`src/rtl/ldst_sequencer_if.sv`:
```
// Strobe interface between the load/store sequencer, its request source and the
// register-file / data-memory targets. The master modport is the sequencer's view.
interface ldst_sequencer_if #(
    parameter int unsigned ADDR_W = 8,
    parameter int unsigned DATA_W = 8,
    parameter int unsigned REG_AW = 4
);
    logic              req_valid;
    logic              req_ready;
    logic              req_is_store;
    logic [ADDR_W-1:0] req_addr;
    logic [REG_AW-1:0] req_reg;

    logic              mem_write_enable;
    logic              mem_read_enable;
    logic [ADDR_W-1:0] mem_address;
    logic [DATA_W-1:0] mem_data_out;
    logic [DATA_W-1:0] mem_data_in;

    logic              rf_write_enable;
    logic              rf_read_enable;
    logic [REG_AW-1:0] rf_address;
    logic [DATA_W-1:0] rf_data_out;
    logic [DATA_W-1:0] rf_data_in;

    logic              busy;
    logic              done;
    logic [DATA_W-1:0] load_data;

    modport master (
        input  req_valid, req_is_store, req_addr, req_reg, mem_data_in, rf_data_in,
        output req_ready, mem_write_enable, mem_read_enable, mem_address, mem_data_out,
               rf_write_enable, rf_read_enable, rf_address, rf_data_out,
               busy, done, load_data
    );

    modport slave (
        output req_valid, req_is_store, req_addr, req_reg, mem_data_in, rf_data_in,
        input  req_ready, mem_write_enable, mem_read_enable, mem_address, mem_data_out,
               rf_write_enable, rf_read_enable, rf_address, rf_data_out,
               busy, done, load_data
    );
endinterface

```
`src/rtl/ldst_sequencer.sv`:
```
// Single-outstanding load/store sequencer: read strobe, optional wait, capture, write
// strobe, done. Every output is a register computed from the next state.
module ldst_sequencer #(
    parameter int unsigned ADDR_W    = 8,
    parameter int unsigned DATA_W    = 8,
    parameter int unsigned REG_AW    = 4,
    parameter int unsigned READ_WAIT = 0
) (
    input logic              clk,
    input logic              reset,
    ldst_sequencer_if.master bus
);
    localparam logic [3:0] RdWaitCnt = 4'(READ_WAIT);

    typedef enum logic [2:0] {
        StIdle,
        StRdStb,
        StRdWait,
        StCapture,
        StWrStb,
        StDone
    } state_e;

    state_e            state_q, state_d;
    logic              is_store_q, is_store_d;
    logic [ADDR_W-1:0] addr_q, addr_d;
    logic [REG_AW-1:0] reg_q, reg_d;
    logic [3:0]        cnt_q, cnt_d;
    logic [DATA_W-1:0] data_q, data_d;

    logic              req_ready_q, req_ready_d;
    logic              mem_we_q, mem_we_d;
    logic              mem_re_q, mem_re_d;
    logic [ADDR_W-1:0] mem_addr_q, mem_addr_d;
    logic [DATA_W-1:0] mem_dout_q, mem_dout_d;
    logic              rf_we_q, rf_we_d;
    logic              rf_re_q, rf_re_d;
    logic [REG_AW-1:0] rf_addr_q, rf_addr_d;
    logic [DATA_W-1:0] rf_dout_q, rf_dout_d;
    logic              busy_q, busy_d;
    logic              done_q, done_d;
    logic [DATA_W-1:0] load_data_q, load_data_d;

    always_comb begin
        state_d     = state_q;
        is_store_d  = is_store_q;
        addr_d      = addr_q;
        reg_d       = reg_q;
        cnt_d       = cnt_q;
        data_d      = data_q;
        load_data_d = load_data_q;

        unique case (state_q)
            StIdle: begin
                if (bus.req_valid && req_ready_q) begin
                    is_store_d = bus.req_is_store;
                    addr_d     = bus.req_addr;
                    reg_d      = bus.req_reg;
                    state_d    = StRdStb;
                end
            end
            StRdStb: begin
                if (READ_WAIT != 0) begin
                    cnt_d   = RdWaitCnt;
                    state_d = StRdWait;
                end else begin
                    state_d = StCapture;
                end
            end
            StRdWait: begin
                cnt_d = cnt_q - 4'd1;
                if (cnt_q == 4'd1) begin
                    state_d = StCapture;
                end
            end
            StCapture: begin
                if (is_store_q) begin
                    data_d = bus.rf_data_in;
                end else begin
                    data_d      = bus.mem_data_in;
                    load_data_d = bus.mem_data_in;
                end
                state_d = StWrStb;
            end
            StWrStb: state_d = StDone;
            StDone:  state_d = StIdle;
            default: state_d = StIdle;
        endcase

        // Outputs are registered, so decode them from the state being entered.
        req_ready_d = (state_d == StIdle);
        busy_d      = (state_d != StIdle);
        done_d      = (state_d == StDone);
        mem_we_d    = 1'b0;
        mem_re_d    = 1'b0;
        rf_we_d     = 1'b0;
        rf_re_d     = 1'b0;
        mem_addr_d  = mem_addr_q;
        mem_dout_d  = mem_dout_q;
        rf_addr_d   = rf_addr_q;
        rf_dout_d   = rf_dout_q;

        if (state_d == StRdStb) begin
            if (is_store_d) begin
                rf_re_d   = 1'b1;
                rf_addr_d = reg_d;
            end else begin
                mem_re_d   = 1'b1;
                mem_addr_d = addr_d;
            end
        end

        if (state_d == StWrStb) begin
            if (is_store_d) begin
                mem_we_d   = 1'b1;
                mem_addr_d = addr_d;
                mem_dout_d = data_d;
            end else begin
                rf_we_d   = 1'b1;
                rf_addr_d = reg_d;
                rf_dout_d = data_d;
            end
        end
    end

    always_ff @(posedge clk) begin
        if (reset) begin
            state_q     <= StIdle;
            is_store_q  <= 1'b0;
            addr_q      <= '0;
            reg_q       <= '0;
            cnt_q       <= '0;
            data_q      <= '0;
            req_ready_q <= 1'b1;
            mem_we_q    <= 1'b0;
            mem_re_q    <= 1'b0;
            mem_addr_q  <= '0;
            mem_dout_q  <= '0;
            rf_we_q     <= 1'b0;
            rf_re_q     <= 1'b0;
            rf_addr_q   <= '0;
            rf_dout_q   <= '0;
            busy_q      <= 1'b0;
            done_q      <= 1'b0;
            load_data_q <= '0;
        end else begin
            state_q     <= state_d;
            is_store_q  <= is_store_d;
            addr_q      <= addr_d;
            reg_q       <= reg_d;
            cnt_q       <= cnt_d;
            data_q      <= data_d;
            req_ready_q <= req_ready_d;
            mem_we_q    <= mem_we_d;
            mem_re_q    <= mem_re_d;
            mem_addr_q  <= mem_addr_d;
            mem_dout_q  <= mem_dout_d;
            rf_we_q     <= rf_we_d;
            rf_re_q     <= rf_re_d;
            rf_addr_q   <= rf_addr_d;
            rf_dout_q   <= rf_dout_d;
            busy_q      <= busy_d;
            done_q      <= done_d;
            load_data_q <= load_data_d;
        end
    end

    assign bus.req_ready        = req_ready_q;
    assign bus.mem_write_enable = mem_we_q;
    assign bus.mem_read_enable  = mem_re_q;
    assign bus.mem_address      = mem_addr_q;
    assign bus.mem_data_out     = mem_dout_q;
    assign bus.rf_write_enable  = rf_we_q;
    assign bus.rf_read_enable   = rf_re_q;
    assign bus.rf_address       = rf_addr_q;
    assign bus.rf_data_out      = rf_dout_q;
    assign bus.busy             = busy_q;
    assign bus.done             = done_q;
    assign bus.load_data        = load_data_q;
endmodule

```
`src/flat_wrapper.sv`:
```
// flat-port wrapper written by rule: the top's interface ports become plain ports
module ldst_sequencer_flat 
#(
    parameter int unsigned ADDR_W    = 8,
    parameter int unsigned DATA_W    = 8,
    parameter int unsigned REG_AW    = 4,
    parameter int unsigned READ_WAIT = 0
)
  (clk, reset, bus_req_valid, bus_req_is_store, bus_req_addr, bus_req_reg, bus_mem_data_in, bus_rf_data_in, bus_req_ready, bus_mem_write_enable, bus_mem_read_enable, bus_mem_address, bus_mem_data_out, bus_rf_write_enable, bus_rf_read_enable, bus_rf_address, bus_rf_data_out, bus_busy, bus_done, bus_load_data);
  ldst_sequencer_if #(.ADDR_W(ADDR_W), .DATA_W(DATA_W), .REG_AW(REG_AW)) bus_i ();
  input logic clk;
  input logic reset;
  input wire logic [$bits(bus_i.req_valid)-1:0] bus_req_valid;
  input wire logic [$bits(bus_i.req_is_store)-1:0] bus_req_is_store;
  input wire logic [$bits(bus_i.req_addr)-1:0] bus_req_addr;
  input wire logic [$bits(bus_i.req_reg)-1:0] bus_req_reg;
  input wire logic [$bits(bus_i.mem_data_in)-1:0] bus_mem_data_in;
  input wire logic [$bits(bus_i.rf_data_in)-1:0] bus_rf_data_in;
  output wire logic [$bits(bus_i.req_ready)-1:0] bus_req_ready;
  output wire logic [$bits(bus_i.mem_write_enable)-1:0] bus_mem_write_enable;
  output wire logic [$bits(bus_i.mem_read_enable)-1:0] bus_mem_read_enable;
  output wire logic [$bits(bus_i.mem_address)-1:0] bus_mem_address;
  output wire logic [$bits(bus_i.mem_data_out)-1:0] bus_mem_data_out;
  output wire logic [$bits(bus_i.rf_write_enable)-1:0] bus_rf_write_enable;
  output wire logic [$bits(bus_i.rf_read_enable)-1:0] bus_rf_read_enable;
  output wire logic [$bits(bus_i.rf_address)-1:0] bus_rf_address;
  output wire logic [$bits(bus_i.rf_data_out)-1:0] bus_rf_data_out;
  output wire logic [$bits(bus_i.busy)-1:0] bus_busy;
  output wire logic [$bits(bus_i.done)-1:0] bus_done;
  output wire logic [$bits(bus_i.load_data)-1:0] bus_load_data;
  assign bus_i.req_valid = bus_req_valid;
  assign bus_i.req_is_store = bus_req_is_store;
  assign bus_i.req_addr = bus_req_addr;
  assign bus_i.req_reg = bus_req_reg;
  assign bus_i.mem_data_in = bus_mem_data_in;
  assign bus_i.rf_data_in = bus_rf_data_in;
  assign bus_req_ready = bus_i.req_ready;
  assign bus_mem_write_enable = bus_i.mem_write_enable;
  assign bus_mem_read_enable = bus_i.mem_read_enable;
  assign bus_mem_address = bus_i.mem_address;
  assign bus_mem_data_out = bus_i.mem_data_out;
  assign bus_rf_write_enable = bus_i.rf_write_enable;
  assign bus_rf_read_enable = bus_i.rf_read_enable;
  assign bus_rf_address = bus_i.rf_address;
  assign bus_rf_data_out = bus_i.rf_data_out;
  assign bus_busy = bus_i.busy;
  assign bus_done = bus_i.done;
  assign bus_load_data = bus_i.load_data;
  ldst_sequencer #(.ADDR_W(ADDR_W), .DATA_W(DATA_W), .REG_AW(REG_AW), .READ_WAIT(READ_WAIT)) u_core (.clk(clk), .reset(reset), .bus(bus_i));
endmodule
```
`config.mk`:
```
export PLATFORM = sky130hd
export DESIGN_NAME = ldst_sequencer_flat
export DESIGN_NICKNAME = d
export VERILOG_FILES = /design/src/rtl/ldst_sequencer_if.sv /design/src/rtl/ldst_sequencer.sv /design/src/flat_wrapper.sv
export SDC_FILE = /design/constraint.sdc
export NUM_CORES = 1
export LEC_CHECK = 0
export ABC_AREA = 1
export CAP_MARGIN = 20
export CORE_ASPECT_RATIO = 0.5
export CORE_MARGIN = 2
export CORE_UTILIZATION = 46
export CTS_CLUSTER_SIZE = 10
export DETAILED_ROUTE_END_ITERATION = 16
export GPL_TIMING_DRIVEN = 0
export PLACE_DENSITY = 0.84
export SLEW_MARGIN = 20
export SYNTH_ARGS = -nofsm -noshare
export SYNTH_HDL_FRONTEND = slang
export SYNTH_SLANG_ARGS = --single-unit
```
`constraint.sdc`:
```
create_clock -name clk -period 1.3 [get_ports clk]
set_input_delay 0.26 -clock clk [delete_from_list [all_inputs] [get_ports clk]]
set_output_delay 0.26 -clock clk [all_outputs]
set_load 0.1 [all_outputs]
```
# ---- Word level (Yosys, flattened, before mapping)
# Cells that the tools add are included.
dict set report op_classes {
  multipliers 0
  muxes 21
  n_div 0
  n_bitwise 4
  eq_ne 8
  magnitude_cmp 0
  shift 0
  add_sub_neg 1
  reduce_logical 9
}
# cell count
set ops {}
lappend ops {{$mux 8} 8}
lappend ops {{$mux 4} 6}
lappend ops {{$pmux 3 s5} 1}
lappend ops {{$eq 3x3->1 const B} 3}
lappend ops {{$eq 3x1->1 const B} 2}
lappend ops {{$eq 3x2->1 const B} 2}
lappend ops {{$logic_not 3->1} 2}
lappend ops {{$mux 3} 2}
lappend ops {{$reduce_and 2->1} 3}
lappend ops {{$eq 4x1->1 const B} 1}
lappend ops {{$mux 1} 4}
lappend ops {{$not 1->1} 4}
lappend ops {{$reduce_or 2->1} 2}
lappend ops {{$sub 4x1->4 const B} 1}
lappend ops {{$reduce_bool 3->1} 1}
lappend ops {{$logic_and 1x1->1} 1}
dict set report totals {
  output_inout_bits 43
  input_bits 32
  latch_bits 0
  ram_bits 0
  rom_bits 0
  mem_count 0
  register_bits 71
}

# ---- Longest topological paths before layout
dict set report logic_depth {
  ltp_word 7
  mapped_depth 10
  mapped_depth_nobuf 8
}

# ---- Worst setup path before layout
# Ideal clock, no wire load.
dict set report synth_path {
  kind {register -> register}
  startpoint {register u_core.req_ready_q (netlist: u_core.bus.req_ready)}
  endpoint {register u_core.mem_addr_q[2] (netlist: u_core.bus.mem_address[2])}
  t_arrival_ps 1949
  n_path_buf 1
  period_less_slack_ps 2066
  stages_incl_launch_ff 9
  t_required_ps 1183
  setup_ps 117
  path_slack_ps -766
  cell_sequence {dfxtp_1 -> nand2_1 -> inv_1 -> nand4_1 -> nand2_2 -> buf_4 -> nand2_1 -> nand2_1 -> nor2_1}
}
dict set report synth_between {
  elab_chain_len 7
  elab_cells_between_ends 13
}
# element line_no
set synth_rtl {}
lappend synth_rtl {{start, declared} ldst_sequencer.sv:31} ;# logic req_ready_q, req_ready_d;
lappend synth_rtl {{start signal, assigned} ldst_sequencer.sv:153} ;# req_ready_q <= req_ready_d;
lappend synth_rtl {{$logic_and 1x1->1 (*)} ldst_sequencer.sv:55} ;# if (bus.req_valid && req_ready_q) begin
lappend synth_rtl {{$mux 3 (tied with other cells)} ldst_sequencer.sv:55}
lappend synth_rtl {{$pmux 3 s5 (tied with other cells)} ldst_sequencer.sv:53} ;# unique case (state_q)
lappend synth_rtl {{$eq 3x1->1 or $mux 8 (tied branches)} {ldst_sequencer.sv:103, ldst_sequencer.sv:104}}
lappend synth_rtl {{$mux 8} ldst_sequencer.sv:103} ;# if (state_d == StRdStb) begin
lappend synth_rtl {{$mux 8} ldst_sequencer.sv:114} ;# if (is_store_d) begin
lappend synth_rtl {{$mux 8 (*)} ldst_sequencer.sv:113} ;# if (state_d == StWrStb) begin
lappend synth_rtl {{end signal, assigned} ldst_sequencer.sv:156} ;# mem_addr_q <= mem_addr_d;
lappend synth_rtl {{end, declared} ldst_sequencer.sv:34} ;# logic [ADDR_W-1:0] mem_addr_q, mem_addr_d;
# Every way passes the cells marked *; elsewhere a longest branch is shown, timed or not.
# A chain may end at the register's enable or synchronous reset.

# ---- Final worst setup path
dict set report layout_path {
  startpoint {register u_core.state_q[0]}
  endpoint {register u_core.mem_addr_q[6] (netlist: u_core.bus.mem_address[6])}
}
dict set report layout_between {
  elab_chain_len 6
  elab_cells_between_ends 16
}
# element line_no
set layout_rtl {}
lappend layout_rtl {{start, declared} ldst_sequencer.sv:24} ;# state_e state_q, state_d;
lappend layout_rtl {{start signal, assigned} ldst_sequencer.sv:128} ;# state_q <= StIdle;
lappend layout_rtl {{start signal, assigned} ldst_sequencer.sv:147} ;# state_q <= state_d;
lappend layout_rtl {{$eq 3x3->1 (tied with other cells)} ldst_sequencer.sv:53}
lappend layout_rtl {{$pmux 3 s5 (tied with other cells)} ldst_sequencer.sv:53}
lappend layout_rtl {{$eq 3x1->1 or $mux 8 (tied branches)} {ldst_sequencer.sv:103, ldst_sequencer.sv:104}}
lappend layout_rtl {{$mux 8} ldst_sequencer.sv:103}
lappend layout_rtl {{$mux 8} ldst_sequencer.sv:114}
lappend layout_rtl {{$mux 8 (*)} ldst_sequencer.sv:113}
# Marks and branches as above.

==> run summary <==
The flow ran to the end, and the final reports show no timing, DRC or antenna violations. Once layout is complete, the utilization of the core stands at 0.678. The number of setup violations in the final report is 0. The combined area of all synthesized cells is about 2500 um2. The H-tree generated during clock tree synthesis spans 3 levels. The number of global-route vias before repair is 2292.

The total nets after synthesis is 380. The synthesized flop and latch total is 63. The number of max-cap violations is 0. The arrival time of data at the critical path endpoint came out at about 1500 ps.

The critical path required time is between 1500 and 2000 ps. The most common library cell in the layout ignoring fill and taps is sky130_fd_sc_hd__nand2_1. The worst-case headroom to the max-slew limit came out at 0.652. The final worst hold slack came out at around 380 ps. The largest net degree at the start of global routing came out at 14.

After detailed routing, the number of remaining DRC violations is 0. The area growth from synthesis to layout came out at 44.3%. Traced cell by cell, the critical path runs through nor2_4 > buf_6 > nand2_4 > nor2_4 > nand2_1 > nand2_2 > nand2_1 > inv_1 > nor2_1. After floorplanning, the core was divided into 19 placement rows. The setup path with the least slack is of type reg2reg. The slowest stage of the critical path belongs to the cell sky130_fd_sc_hd__dfxtp_4. The mean area per synthesized cell is 7.32 um2. Static timing analysis puts the maximum clock frequency at slightly below 800 MHz. The final critical-path required period is approximately 1300 ps. The top cell types in the final layout, fill and taps aside, are sky130_fd_sc_hd__nand2_1, sky130_fd_sc_hd__dfxtp_1, sky130_fd_sc_hd__buf_4. The overall via count from detail_route is about 2500. The path class of the lowest-slack min-delay path is in2reg. The floorplan step defined a die boundary enclosing slightly above 6000 um2. During synthesis, Yosys emitted a total of 0 warnings. The kind of cell with the highest combined delay on the critical path is simple AND/OR/NAND/NOR gates. Summed over all cells, the static leakage comes to 0.00171 uW. The number of diodes added for antenna fixing is 0. The total wire length after detailed routing is between 6 and 7 mm. The number of buffers added by the clock tree synthesis step is 9. The aggregate global routing overflow came out at 0. The first-pass GRT wire length is ~10 mm. The initial antenna violation count is 0. The largest buffer count on any clock path is 2. The initial core utilization came out at 0.470. The number of hold violations in the final report came out at 0. After clock tree synthesis, the clock-pin slew on the worst setup and hold paths is ~70 ps. The count of buffering cells on the critical path with inverters included is 2. The clock sink total came out at 63. The net total in the final layout is 475. The number of vias per cell after detailed routing is 4.75. The final cycle utilization of the critical path is 0.992. The detailed placer's ending HPWL is approximately 4.4 mm. The total core area is approximately 5400 um2. The detailed-router iteration count before antenna repair is 4. The mean routed wirelength per cell is 12.7 um. The quantity of hold-fixing buffers added after cts is 0. The top-level port count came out at 75. The chip width is between 100 and 150 um.

The stage delay of the slowest cell on the critical path is approximately 370 ps. Power spread over the standard cell area amounts to around 2000 nW/um2. The highest fanout seen on the critical path is 5. The clock latency reported for the late side of the worst-skew pair is roughly 350 ps. The final number of max-transition violations came out at 0. The worst setup path is captured at a register. The congestion estimate from routability-driven global placement came to just over 0.8.

In the global route stage, overall resource usage came out at 0.220. In the final layout, the share of cells above drive strength 1 is 0.244. Setup repair after global routing could not meet its margin everywhere.

The remaining number of nets flagged by the antenna check after routing is 0. In this run the vertical extent of the chip is about 56 um. The post-synthesis cell count came out at about 350. The share of the Yosys chip area taken by registers is 0.498. The unique cell type count in the Yosys netlist is 23. For the final database, setup skew stands at roughly 14 ps. The cell sitting at the root of the clock tree is a sky130_fd_sc_hd__clkbuf_8. The number of input and output port buffers inserted is 73. The slew at the pin closest to its max-slew limit came out at approximately 520 ps. The worst setup path is launched from a register. The number of violations reported at the end of detailed-routing iteration 0 came out at approximately 100. The CTS tree is done. The count of filler cells inserted in the layout came out at about 440.

The maximum vdd drop came out at 950 uV.
-- flip-flops by register name, summed over array words and instances (netlist names), 3 cells and up --
| register | flops |
|---|---|
| u_core.addr_q | 8 |
| u_core.reg_q | 4 |
| u_core.bus.load_data | 8 |
| u_core.bus.rf_data_out | 8 |
| u_core.cnt_q | 4 |
| u_core.bus.mem_address | 8 |
| u_core.bus.mem_data_out | 8 |
| u_core.state_q | 3 |
| u_core.bus.rf_address | 4 |
-- metal layers --
layer,vias up,share of wire,GRT usage
met3,9,0.064,0.0557
met1,1127,0.43,0.261
met5,-,0,0
li1,1251,-,-
met4,0,0.012,0.103
met2,76,0.49,0.374
-- cells in the mapped netlist, drive strengths merged --
cell type,instances,share of area
o21ai,5,0.0099
dfxtp,63,0.50
nor3b,1,0.0030
buf,11,0.035
inv,49,0.073
ha,2,0.0099
nand4,11,0.030
clkbuf,7,0.010
nand3,20,0.046
nand2,108,0.16
clkinv,1,0.0015
nor2,38,0.063
a21oi,30,0.059
-- cell families after synthesis --
logic type,share of synthesized area
simple gates,0.304
buf+inv,0.119
flops,0.498
compound gates,0.0691
fa+ha+maj,0.00987
-- worst paths after layout --
kind | from | end | slack [ps] | cells after the start
worst max-delay path | u_core.state_q[0] | u_core.bus.mem_address[6] | 10 | 9
worst min-delay path | reset | u_core.bus.mem_data_out[0] | 380 | 3
worst max register to register | u_core.state_q[0] | u_core.bus.mem_address[6] | 10 | 9
worst min register to register | u_core.bus.rf_data_out[6] | u_core.bus.rf_data_out[6] | 460 | 2
-- through the flow --
stage | power [uW] | setup WS, ps | instances | area, um2 | setup TNS [ps]
floorplan | 4510 | -75.5 | 346 | 2560 | -497
global placement | 5070 | -429 | 492 | 3380 | -25310
detailed placement | 5140 | -433 | 492 | 3380 | -27080
CTS | 7000 | 2.13 | 516 | 3570 | 0
global route | 7480 | -60.9 | 519 | 3660 | -330
finish | 7140 | 9.77 | 519 | 3660 | 0
-- repair_timing --
| item | in CTS | in global routing |
|---|---|---|
| resized for setup | 266 | 19 |
| setup buffers | 8 | 4 |
| endpoints found under the setup margin | 76 | 29 |
| hold endpoints to repair | 0 | 0 |
| pin swaps | 4 | 10 |
-- worst register-to-register path: cells and delay by family, from the launching register on --
kind                   cells  cell delay [ps]
AND/OR/NAND/NOR            7              630
flip-flops                 1              370
buffers and inverters      2              210
-- final cells by class --
cell class                 count  area, um2  area share
timing repair buffer          85        743       0.203
buffer                        17        118      0.0322
multi-input combinational    215       1040       0.283
clock buffer                   9        124      0.0339
inverter                      50        191      0.0523
sequential                    63       1270       0.348
tap                           73       91.3      0.0250
clock inverter                 7       80.1      0.0219
-- report_power, final --
part	internal [uW]	switching, uW
clock network	903	824
logic	931	2060
registers	2250	176
total	4090	3060
(Power assumes the default switching activity.)
